### config.mk
export PLATFORM = sky130hd
export DESIGN_NAME = db_multi
export DESIGN_NICKNAME = d
export VERILOG_FILES = /design/src/rtl/db_pkg.sv /design/src/rtl/db_tick_gen.sv /design/src/rtl/db_multi.sv
export SDC_FILE = /design/constraint.sdc
export NUM_CORES = 1
export LEC_CHECK = 0
export CAP_MARGIN = 25
export CORE_UTILIZATION = 55
export CTS_CLUSTER_SIZE = 14
export DETAILED_ROUTE_END_ITERATION = 8
export GPL_TIMING_DRIVEN = 1
export PLACE_DENSITY = 0.77
export SETUP_SLACK_MARGIN = 0.4
export SLEW_MARGIN = 25
export SYNTH_ARGS = -nofsm -noshare
export SYNTH_HDL_FRONTEND = slang
export SYNTH_SLANG_ARGS = --single-unit
### constraint.sdc
create_clock -name clk -period 6.58 [get_ports clk]
set_clock_uncertainty 0.2 [all_clocks]
set_input_delay 0.987 -clock clk [delete_from_list [all_inputs] [get_ports clk]]
set_output_delay 0.987 -clock clk [all_outputs]
set_load 0.01 [all_outputs]
### src/rtl/db_pkg.sv
// db_pkg -- shared constants and helpers for the db_multi debouncer.
//
// Contents:
//   DB_DEFAULT_DIV     default clk cycles per sample tick
//   DB_DEFAULT_STABLE  default number of differing ticks needed to accept a level
//   DB_DEFAULT_HOLD    default ticks of continuous high before a long-press pulse
//   db_cnt_w(n)        width of a counter that must be able to hold the value n
package db_pkg;

  localparam int unsigned DB_DEFAULT_DIV    = 100000;
  localparam int unsigned DB_DEFAULT_STABLE = 4;
  localparam int unsigned DB_DEFAULT_HOLD   = 100;

  // One bit more than $clog2 so the value n itself always fits
  // (and n=1 still yields a 1-bit counter).
  function automatic int unsigned db_cnt_w(input int unsigned n);
    return $clog2(n) + 1;
  endfunction

endpackage

### src/rtl/db_tick_gen.sv
// db_tick_gen -- free-running prescaler producing the shared sample tick.
//
// Parameters:
//   DIV    clk cycles per tick (>= 2)
// Ports:
//   clk    in   system clock
//   rst_n  in   asynchronous active-low reset
//   tick   out  high for exactly one cycle while the counter sits at DIV-1
//
// The counter starts at 0 out of reset, so the first tick is seen DIV cycles
// after rst_n deasserts.
module db_tick_gen
  import db_pkg::*;
#(
  parameter int unsigned DIV = DB_DEFAULT_DIV
) (
  input  logic clk,
  input  logic rst_n,
  output logic tick
);

  localparam int unsigned PW = $clog2(DIV);
  localparam logic [PW-1:0] DIV_LAST = PW'(DIV - 1);

  logic [PW-1:0] div_cnt_reg;

  always_ff @(posedge clk or negedge rst_n) begin
    if (!rst_n) begin
      div_cnt_reg <= '0;
    end else if (div_cnt_reg == DIV_LAST) begin
      div_cnt_reg <= '0;
    end else begin
      div_cnt_reg <= div_cnt_reg + 1'b1;
    end
  end

  assign tick = (div_cnt_reg == DIV_LAST);

endmodule

### src/rtl/db_multi.sv
// db_multi -- multi-channel push-button / switch debouncer.
//
// Each raw input is passed through a two-flop synchroniser, sampled on a
// shared prescaled tick, and accepted as the new debounced level only after
// STABLE_TICKS consecutive tick samples differ from the current level. Any
// agreeing sample restarts the qualification.
//
// Parameters:
//   N_CH          number of independent channels (>= 1)
//   DIV           clk cycles per sample tick (>= 2)
//   STABLE_TICKS  consecutive differing ticks needed to accept a level (>= 1)
//   HOLD_TICKS    ticks of continuous high before long_press (>= 1)
// Ports:
//   clk         in   system clock
//   rst_n       in   asynchronous active-low reset
//   raw_in      in   [N_CH] raw asynchronous inputs
//   db          out  [N_CH] debounced levels
//   rise        out  [N_CH] one-cycle pulse when db goes 0->1
//   fall        out  [N_CH] one-cycle pulse when db goes 1->0
//   long_press  out  [N_CH] one-cycle pulse after HOLD_TICKS ticks of db high
//
// Build option: define DB_LONG_PRESS_EN to build the per-channel hold
// counters. Without it long_press is constant 0.
module db_multi
  import db_pkg::*;
#(
  parameter int unsigned N_CH         = 4,
  parameter int unsigned DIV          = DB_DEFAULT_DIV,
  parameter int unsigned STABLE_TICKS = DB_DEFAULT_STABLE,
  parameter int unsigned HOLD_TICKS   = DB_DEFAULT_HOLD
) (
  input  logic            clk,
  input  logic            rst_n,
  input  logic [N_CH-1:0] raw_in,
  output logic [N_CH-1:0] db,
  output logic [N_CH-1:0] rise,
  output logic [N_CH-1:0] fall,
  output logic [N_CH-1:0] long_press
);

  localparam int unsigned CW = db_cnt_w(STABLE_TICKS);
  localparam logic [CW-1:0] CNT_LAST = CW'(STABLE_TICKS - 1);

  logic tick;

  db_tick_gen #(
    .DIV (DIV)
  ) u_tick_gen (
    .clk   (clk),
    .rst_n (rst_n),
    .tick  (tick)
  );

  genvar gi;
  generate
    for (gi = 0; gi < int'(N_CH); gi++) begin : g_ch
      logic          sync1_reg;
      logic          sync2_reg;
      logic          db_reg;
      logic          rise_reg;
      logic          fall_reg;
      logic [CW-1:0] cnt_reg;

      always_ff @(posedge clk or negedge rst_n) begin
        if (!rst_n) begin
          sync1_reg <= 1'b0;
          sync2_reg <= 1'b0;
        end else begin
          sync1_reg <= raw_in[gi];
          sync2_reg <= sync1_reg;
        end
      end

      // cnt_reg counts differing samples already seen; the sample that would
      // make it reach STABLE_TICKS commits the new level instead.
      always_ff @(posedge clk or negedge rst_n) begin
        if (!rst_n) begin
          db_reg   <= 1'b0;
          rise_reg <= 1'b0;
          fall_reg <= 1'b0;
          cnt_reg  <= '0;
        end else begin
          rise_reg <= 1'b0;
          fall_reg <= 1'b0;
          if (tick) begin
            if (sync2_reg != db_reg) begin
              if (cnt_reg == CNT_LAST) begin
                db_reg   <= sync2_reg;
                cnt_reg  <= '0;
                rise_reg <= sync2_reg;
                fall_reg <= ~sync2_reg;
              end else begin
                cnt_reg <= cnt_reg + 1'b1;
              end
            end else begin
              cnt_reg <= '0;
            end
          end
        end
      end

      assign db[gi]   = db_reg;
      assign rise[gi] = rise_reg;
      assign fall[gi] = fall_reg;

`ifdef DB_LONG_PRESS_EN
      localparam int unsigned HW = db_cnt_w(HOLD_TICKS);
      localparam logic [HW-1:0] HOLD_MAX = HW'(HOLD_TICKS);
      localparam logic [HW-1:0] HOLD_PRE = HW'(HOLD_TICKS - 1);

      logic [HW-1:0] hold_reg;
      logic          lp_reg;

      // Saturating at HOLD_MAX is what stops repeat pulses while held; the
      // counter only rearms once db drops.
      always_ff @(posedge clk or negedge rst_n) begin
        if (!rst_n) begin
          hold_reg <= '0;
          lp_reg   <= 1'b0;
        end else begin
          lp_reg <= 1'b0;
          if (!db_reg) begin
            hold_reg <= '0;
          end else if (tick && (hold_reg != HOLD_MAX)) begin
            hold_reg <= hold_reg + 1'b1;
            if (hold_reg == HOLD_PRE) begin
              lp_reg <= 1'b1;
            end
          end
        end
      end

      assign long_press[gi] = lp_reg;
`else
      assign long_press[gi] = 1'b0;
`endif
    end
  endgenerate

endmodule

==> summary.md, run 1 <==
| Metric | Value |
|---|---|
| Outcome | `complete, no violations` |
| Required time at the endpoint of the critical path | `roughly 6600 ps` |
| Routed vias | `1,334` |
| Relative area change from synthesis to final layout | `9.10%` |
| CTS tree | `yes` |
| Via count of the first global-routing pass | `around 1,400` |
| Static leakage power | `0.00110 uW` |
| Number of failing setup endpoints in the final timing report | `0` |
| Cell area after layout | `2420 sq um` |
| Top achievable clock speed | `between 300 and 400 MHz` |
| Htree depth | `2` |
| Worst-margin pin slew | `around 900 ps` |
| Height of the die | `65.5 um` |
| Post-synth EDFFs | `0` |
| Worst Slack Setup Final | `3870 ps` |
| Type of the worst min-delay path | `flip-flop to flip-flop` |
| Worst setup EP type | `flip-flop` |
| Synth area leader | `sky130_fd_sc_hd__dfrtp_1` |
| Starting density of the core | `slightly below 60%` |
| Sequential element share of the synthesized area | `a little under three fifths` |
| Cell Pwr Density | `223 nW/um^2` |
| Number of antenna violations at the first check in global routing | `0` |
| Total wire length after detailed routing | `~3600 um` |
| Register-to-register setup slack | `3870 ps` |
| Largest net degree at the start of global routing | `50` |
| Count of antenna diodes in the layout | `0` |
| Critical Path AT | `roughly 2700 ps` |
| Cell types occupying the most area after synthesis | `sky130_fd_sc_hd__dfrtp_1, sky130_fd_sc_hd__buf_4, sky130_fd_sc_hd__xnor2_1` |
| Most crowded layer after global routing | `met2` |
| Mean post-synth cell area | `11.7 sq um` |
| Warnings from Yosys | `0` |
| Top-area cell type share of the netlist area | `a little under three fifths` |
| Period Utilization, post-route | `41.2%` |
| Startpoint types | `flip-flop` |
| DRC Markers | `0` |
| Worst-case clock buffer depth | `2` |
| DP Worst Slack | `approximately 3900 ps` |
| Count of input and output buffers | `17` |
| Antenna-violating nets left | `0` |
| Starting DRT DRC Count | `49` |
| Number of rows created at floorplan | `22` |
| Fraction of layout cells with a size suffix above 1 | `11.2%` |
| Detailed Place HPWL | `roughly 2500 um` |
| Largest fanout on the critical path | `6` |
| Setup Total Neg Slack | `0 ps` |
| Number of fillers in the final layout | `280` |
| Clock Tree Root | `sky130_fd_sc_hd__clkbuf_8` |
| Worst IR Drop VDD | `between 0.00015 and 0.0002 V` |
| GR met3 Demand/Resource | `under 10%` |
| Critical path class | `flip-flop to flip-flop` |
| Commonest cells post-synth | `sky130_fd_sc_hd__dfrtp_1, sky130_fd_sc_hd__buf_4, sky130_fd_sc_hd__nor2_1` |
| Instance count of the mapped netlist | `roughly 190` |
| Number of detailed-routing iterations run before antenna repair | `4` |
| Number of buffers added by the clock tree synthesis step | `5` |
| Synthesized cell area | `2210 sq um` |
| GRT Residual Overflow | `0` |
| Total Power Consumption | `~540 uW` |
| Fin nets | `about 210` |
| Total of hold buffers inserted after clock tree synthesis | `0` |
| Clock period minus final worst setup slack | `approximately 2700 ps` |
| Routability congestion estimate | `0.866` |
| Number of setup buffers added after CTS | `0` |
| Final core occ | `64.1%` |
| Synthesized flop and latch total | `between 40 and 50` |
| Placed cell areas | `between 2000 and 2500 sq um` |
| Most instantiated library cell after synthesis | `sky130_fd_sc_hd__dfrtp_1` |
| Final Hold Vio Count | `0` |
| Wire length per cell after detailed routing | `14.8 um` |
| Area of the die | `about 4300 sq um` |
| Prevailing post-synth register cell | `sky130_fd_sc_hd__dfrtp_1` |
| Max transition margin | `between 30 and 40%` |
| Clock slew at the register clock pins of the worst setup and hold paths | `90 ps` |
| Met1 layer usage reported by global route | `around a quarter` |
| Skew-Pair Late Insertion Delay | `~300 ps` |
| Core area | `approximately 3800 sq um` |
| Count of instances resized after the clock tree is built | `0` |
| Global-route wire length before repair | `between 6000 and 7000 um` |
| Distinct cells, synth | `35` |
| Global-route track usage on met2 | `between 30% and 40%` |
| I/O pin cnt | `22` |
| Number of sinks on the clock net | `49` |
| Vias per std cell | `5.47` |
| Number of max-slew violations in the final report | `0` |
| Fraction of registers with async set/reset | `100%` |
| Number of flip-flops in the largest register | `17` |
| RSZ-0062 raised after global routing | `no` |
| Total global routing track utilization | `roughly a fifth` |
| # Max-Cap Violations | `0` |
| Die extent in x | `65.5 um` |
-- per-layer routing --
metal  vias to the layer above  part of all wire [%]
met5                         -                     0
met4                         0                   2.4
met3                         7                   2.7
met2                        23                    49
met1                       662                    46
li1                        642                     -
-- cell usage in the layout (no fill, tap or decap), types with 2 or more instances in the layout --
master and n:
sky130_fd_sc_hd__dfrtp_1 49, sky130_fd_sc_hd__clkdlybuf4s50_1 16, sky130_fd_sc_hd__nor2_1 15, sky130_fd_sc_hd__xnor2_1 13
sky130_fd_sc_hd__nand4_1 11, sky130_fd_sc_hd__nor3b_1 8, sky130_fd_sc_hd__nand3_1 7, sky130_fd_sc_hd__mux2_2 7
sky130_fd_sc_hd__xor2_1 6, sky130_fd_sc_hd__clkbuf_8 6, sky130_fd_sc_hd__ha_1 5, sky130_fd_sc_hd__nor4_1 4
sky130_fd_sc_hd__nor2b_1 4, sky130_fd_sc_hd__nor3_1 4, sky130_fd_sc_hd__o21a_1 4, sky130_fd_sc_hd__conb_1 4
sky130_fd_sc_hd__nand2_1 3, sky130_fd_sc_hd__and3_1 3, sky130_fd_sc_hd__nand2b_1 3, sky130_fd_sc_hd__o21ai_0 3
sky130_fd_sc_hd__o21ai_1 3, sky130_fd_sc_hd__and3_2 2, sky130_fd_sc_hd__inv_1 2
-- cells by family (layout without fill, tap and decap cells) --
logic type | Yosys count | after routing | synth area share (%)
DFF | 49 | 49 | 55.4
and+or+nand+nor | 73 | 73 | 19.6
other | 1 | 4 | 0.169
xor gates and xnor gates | 19 | 19 | 7.51
muxes | 9 | 9 | 4.52
adders and majority gates | 5 | 5 | 2.82
AOI/OAI and AO/OA | 10 | 10 | 2.71
buffers and inverters | 23 | 27 | 7.29
-- worst paths after layout --
check | from | to | depth (start not counted)
worst max-delay path | u_tick_gen.div_cnt_reg[6] | g_ch[3].db_reg | 4
worst min-delay path | g_ch[2].sync1_reg | g_ch[2].sync2_reg | 0
worst max register to register | u_tick_gen.div_cnt_reg[6] | g_ch[3].db_reg | 4
worst min register to register | g_ch[2].sync1_reg | g_ch[2].sync2_reg | 0
max in group asynchronous | rst_n | g_ch[2].db_reg | 1
min in group asynchronous | rst_n | g_ch[3].fall_reg | 1
-- per-stage QoR --
step	cells	hold WS (ps)
2_1_floorplan	192	131
3_3_place_gp	236	134
3_5_place_dp	236	136
4_1_cts	244	156
5_1_grt	244	167
6_report	244	153
-- critical path, cell delays in order (launching register included) --
cell                      delay [ps]
sky130_fd_sc_hd__dfrtp_1         440
sky130_fd_sc_hd__or4b_4          560
sky130_fd_sc_hd__nor4_1          780
sky130_fd_sc_hd__nand4_1         290
sky130_fd_sc_hd__mux2_2          340
-- area by class of cell --
class	instances	area, sq um	area share (%)
clock inverters	1	30.0	1.24
repair buffers	17	168	6.94
multi-input cells	120	838	34.7
clock buffers	7	86.3	3.57
well taps	48	60.1	2.49
inverters	2	7.51	0.311
flip-flops and latches	49	1230	50.8
-- power breakdown --
part / switching (uW) / internal (uW)
logic: 8.26 / 4.32
registers: 1.70 / 303
clock network: 98.1 / 124
Power figures use the tool's default switching activity.
==> run 2, diff against run 1 <==
clock period = 2.5 ns   (was 6.58 ns; I/O delays follow)
==> run 2 against run 1 <==
Compared with the run above: maximum frequency rose by 18%; non-clock buffer count rose by 14; critical path depth did not move; flip-flop and latch count did not move; combinational power rose to 2.9 times the previous value; sequential power rose to 2.6 times the previous value; first-iteration DRC count rose by 140%; largest cell class unchanged.
==> summary.md, run 2 (synthesis results as in run 1) <==
| Metric | Value |
|---|---|
| Most frequent cells in the layout | `sky130_fd_sc_hd__dfrtp_1, sky130_fd_sc_hd__clkdlybuf4s50_1, sky130_fd_sc_hd__xnor2_1 (was sky130_fd_sc_hd__dfrtp_1, sky130_fd_sc_hd__clkdlybuf4s50_1, sky130_fd_sc_hd__nor2_1)` |
| # Max-Cap Violations | `0 (unchanged)` |
| Vias per std cell | `5.58 (was 5.47)` |
| Global-route wire length before repair | `7020 um (was 6220 um)` |
| Number of rows created at floorplan | `22 (unchanged)` |
| Worst IR Drop VDD | `0.000316 V (was 0.000157 V)` |
| Number of max-slew violations in the final report | `0 (unchanged)` |
| I/O pin cnt | `22 (unchanged)` |
| Worst setup EP type | `flip-flop (unchanged)` |
| Switching share of power | `22.4% (was 20.0%)` |
| Combinational group share of total power | `2.8% (was 2.3%)` |
| Clock slew at the register clock pins of the worst setup and hold paths | `90 ps (about the same)` |
| Most common cell after layout, fill and taps aside | `sky130_fd_sc_hd__dfrtp_1 (unchanged)` |
| Fraction of layout cells with a size suffix above 1 | `28.1% (was 11.2%)` |
| Relative area change from synthesis to final layout | `18.5% (was 9.10%)` |
| Switching pwr | `290 uW (was 108 uW)` |
| Critical Path AT | `2290 ps (was 2700 ps)` |
| Wire length per cell after detailed routing | `16.8 um (was 14.8 um)` |
| Largest net degree at the start of global routing | `50 (unchanged)` |
| Clock Power Share | `35.2% (was 41.1%)` |
| Number of antenna violations at the first check in global routing | `0 (unchanged)` |
| Placed cell areas | `2320 sq um (was 2300 sq um)` |
| Cell area after layout | `2630 sq um (was 2420 sq um)` |
| Detailed Place HPWL | `2770 um (was 2520 um)` |
| CTS tree | `yes (unchanged)` |
| Via count of the first global-routing pass | `1,452 (was 1,382)` |
| Clock Tree Root | `sky130_fd_sc_hd__clkbuf_8 (unchanged)` |
| Largest fanout on the critical path | `5 (was 6)` |
| Worst-margin pin slew | `599 ps (was 897 ps)` |
| Final Hold Vio Count | `0 (unchanged)` |
| GRT Residual Overflow | `0 (unchanged)` |
| Number of buffers added by the clock tree synthesis step | `5 (unchanged)` |
| Number of failing setup endpoints in the final timing report | `0 (unchanged)` |
| Routed vias | `1,440 (was 1,334)` |
| RSZ-0062 raised after global routing | `yes (was no)` |
| Static leakage power | `0.00117 uW (was 0.00110 uW)` |
| Total global routing track utilization | `22.7% (was 19.6%)` |
| Count of input and output buffers | `17 (unchanged)` |
| Sequential cell area | `1230 sq um (about the same)` |
| Routability congestion estimate | `0.967 (was 0.866)` |
| Height of the die | `65.5 um (unchanged)` |
| Core area | `3770 sq um (unchanged)` |
| Htree depth | `2 (unchanged)` |
| Critical path class | `flip-flop to flip-flop (unchanged)` |
| Period Utilization, post-route | `91.8% (was 41.2%)` |
| Area used by multi-input combinational logic | `951 sq um (was 838 sq um)` |
| Skew-Pair Late Insertion Delay | `300 ps (about the same)` |
| Top achievable clock speed | `436 MHz (was 369 MHz)` |
| Clock period minus final worst setup slack | `2300 ps (was 2710 ps)` |
| Part of the power in registers | `62.0% (was 56.5%)` |
| Setup Total Neg Slack | `0 ps (unchanged)` |
| Count of antenna diodes in the layout | `0 (unchanged)` |
| Startpoint types | `flip-flop (unchanged)` |
| Fin nets | `220 (was 206)` |
| Number of detailed-routing iterations run before antenna repair | `5 (was 4)` |
| Max transition margin | `60.1% (was 39.7%)` |
| Total wire length after detailed routing | `4350 um (was 3610 um)` |
| Die extent in x | `65.5 um (unchanged)` |
| Number of sinks on the clock net | `49 (unchanged)` |
| Cell Pwr Density | `493 nW/um^2 (was 223 nW/um^2)` |
| Worst-case clock buffer depth | `2 (unchanged)` |
| Required time at the endpoint of the critical path | `2490 ps (was 6580 ps)` |
| Starting DRT DRC Count | `118 (was 49)` |
| Area of the die | `4280 sq um (unchanged)` |
| Number of flip-flops in the largest register | `17 (unchanged)` |
| Cell Int Power | `1000 uW (was 432 uW)` |
| Type of the worst min-delay path | `flip-flop to flip-flop (unchanged)` |
| Starting density of the core | `58.7% (unchanged)` |
| Outcome | `complete, no violations (unchanged)` |
| DRC Markers | `0 (unchanged)` |
| Number of fillers in the final layout | `274 (was 280)` |
| Antenna-violating nets left | `0 (unchanged)` |
-- run 2: cell types whose count changed in the layout (fill, tap and decap cells not counted), sizes merged --
cell,change
buf,+13
bufinv,-1
clkbuf,-2
clkinv,+2
clkinvlp,+1
dlygate4sd3,+1
-- run 2: worst paths after layout --
check,endpoint,slack [ps],cells after the start,startpoint
setup / recovery,g_ch[1].cnt_reg[0],200,4,u_tick_gen.div_cnt_reg[14]
hold / removal,g_ch[3].sync2_reg,150,0,g_ch[3].sync1_reg
setup reg to reg,g_ch[1].cnt_reg[0],200,4,u_tick_gen.div_cnt_reg[14]
hold reg to reg,g_ch[3].sync2_reg,150,0,g_ch[3].sync1_reg
max in group asynchronous,u_tick_gen.div_cnt_reg[0],1170,3,rst_n
min in group asynchronous,g_ch[3].db_reg,500,3,rst_n
-- run 2: metal layers --
layer | vias to the layer above | part of all wire (%) | GRT usage, %
met1 | 719 | 41 | 27.6
li1 | 669 | - | -
met3 | 9 | 4.3 | 5.73
met5 | - | 0 | 0
met4 | 0 | 1.4 | 7.61
met2 | 43 | 54 | 39.0
-- run 2: final cells by class --
class,count,area share [%]
multi-input combinational,120,36.2
tap,48,2.29
clock inverter,3,0.667
sequential,49,46.8
clock buffer,5,2.62
timing repair buffer,31,11.2
inverter,2,0.286
-- run 2: timing repair --
item                                   4_1_cts  5_1_grt
gates resized for setup                     12       21
gates cloned                                 0        0
pin swaps                                    8        7
buffers inserted                             5        5
setup endpoints to repair                   33       33
endpoints found under the hold margin       49        0
hold buffers                                 1        0
-- run 2: per-stage QoR --
stage / hold WS [ps] / utilization [%] / setup WS (ps) / instances / power [uW]
after floorplan: -121 / - / 201 / 192 / 833
after global placement: 132 / 61.6 / 191 / 239 / 852
after detailed placement: 136 / 61.6 / 147 / 239 / 855
after CTS: 156 / 66.2 / 221 / 253 / 1310
after global routing: 169 / 69.6 / 151 / 258 / 1340
final: 154 / 69.6 / 205 / 258 / 1290
-- run 2: worst max-delay path, stage by stage, from the launching register on --
cell                      delay (ps)
sky130_fd_sc_hd__dfrtp_1         390
sky130_fd_sc_hd__or4b_4          550
sky130_fd_sc_hd__or4_4           470
sky130_fd_sc_hd__nor2_4          210
sky130_fd_sc_hd__mux2_2          360
-- run 2: power groups by stage --
stage               Clock, uW  Sequential (uW)  Combinational [uW]
detailed placement          0              819                36.0
CTS                       470              803                37.4
floorplan                   0              818                15.3
global route              496              805                42.7
finish                    455              803                36.3
global placement            0              818                34.2
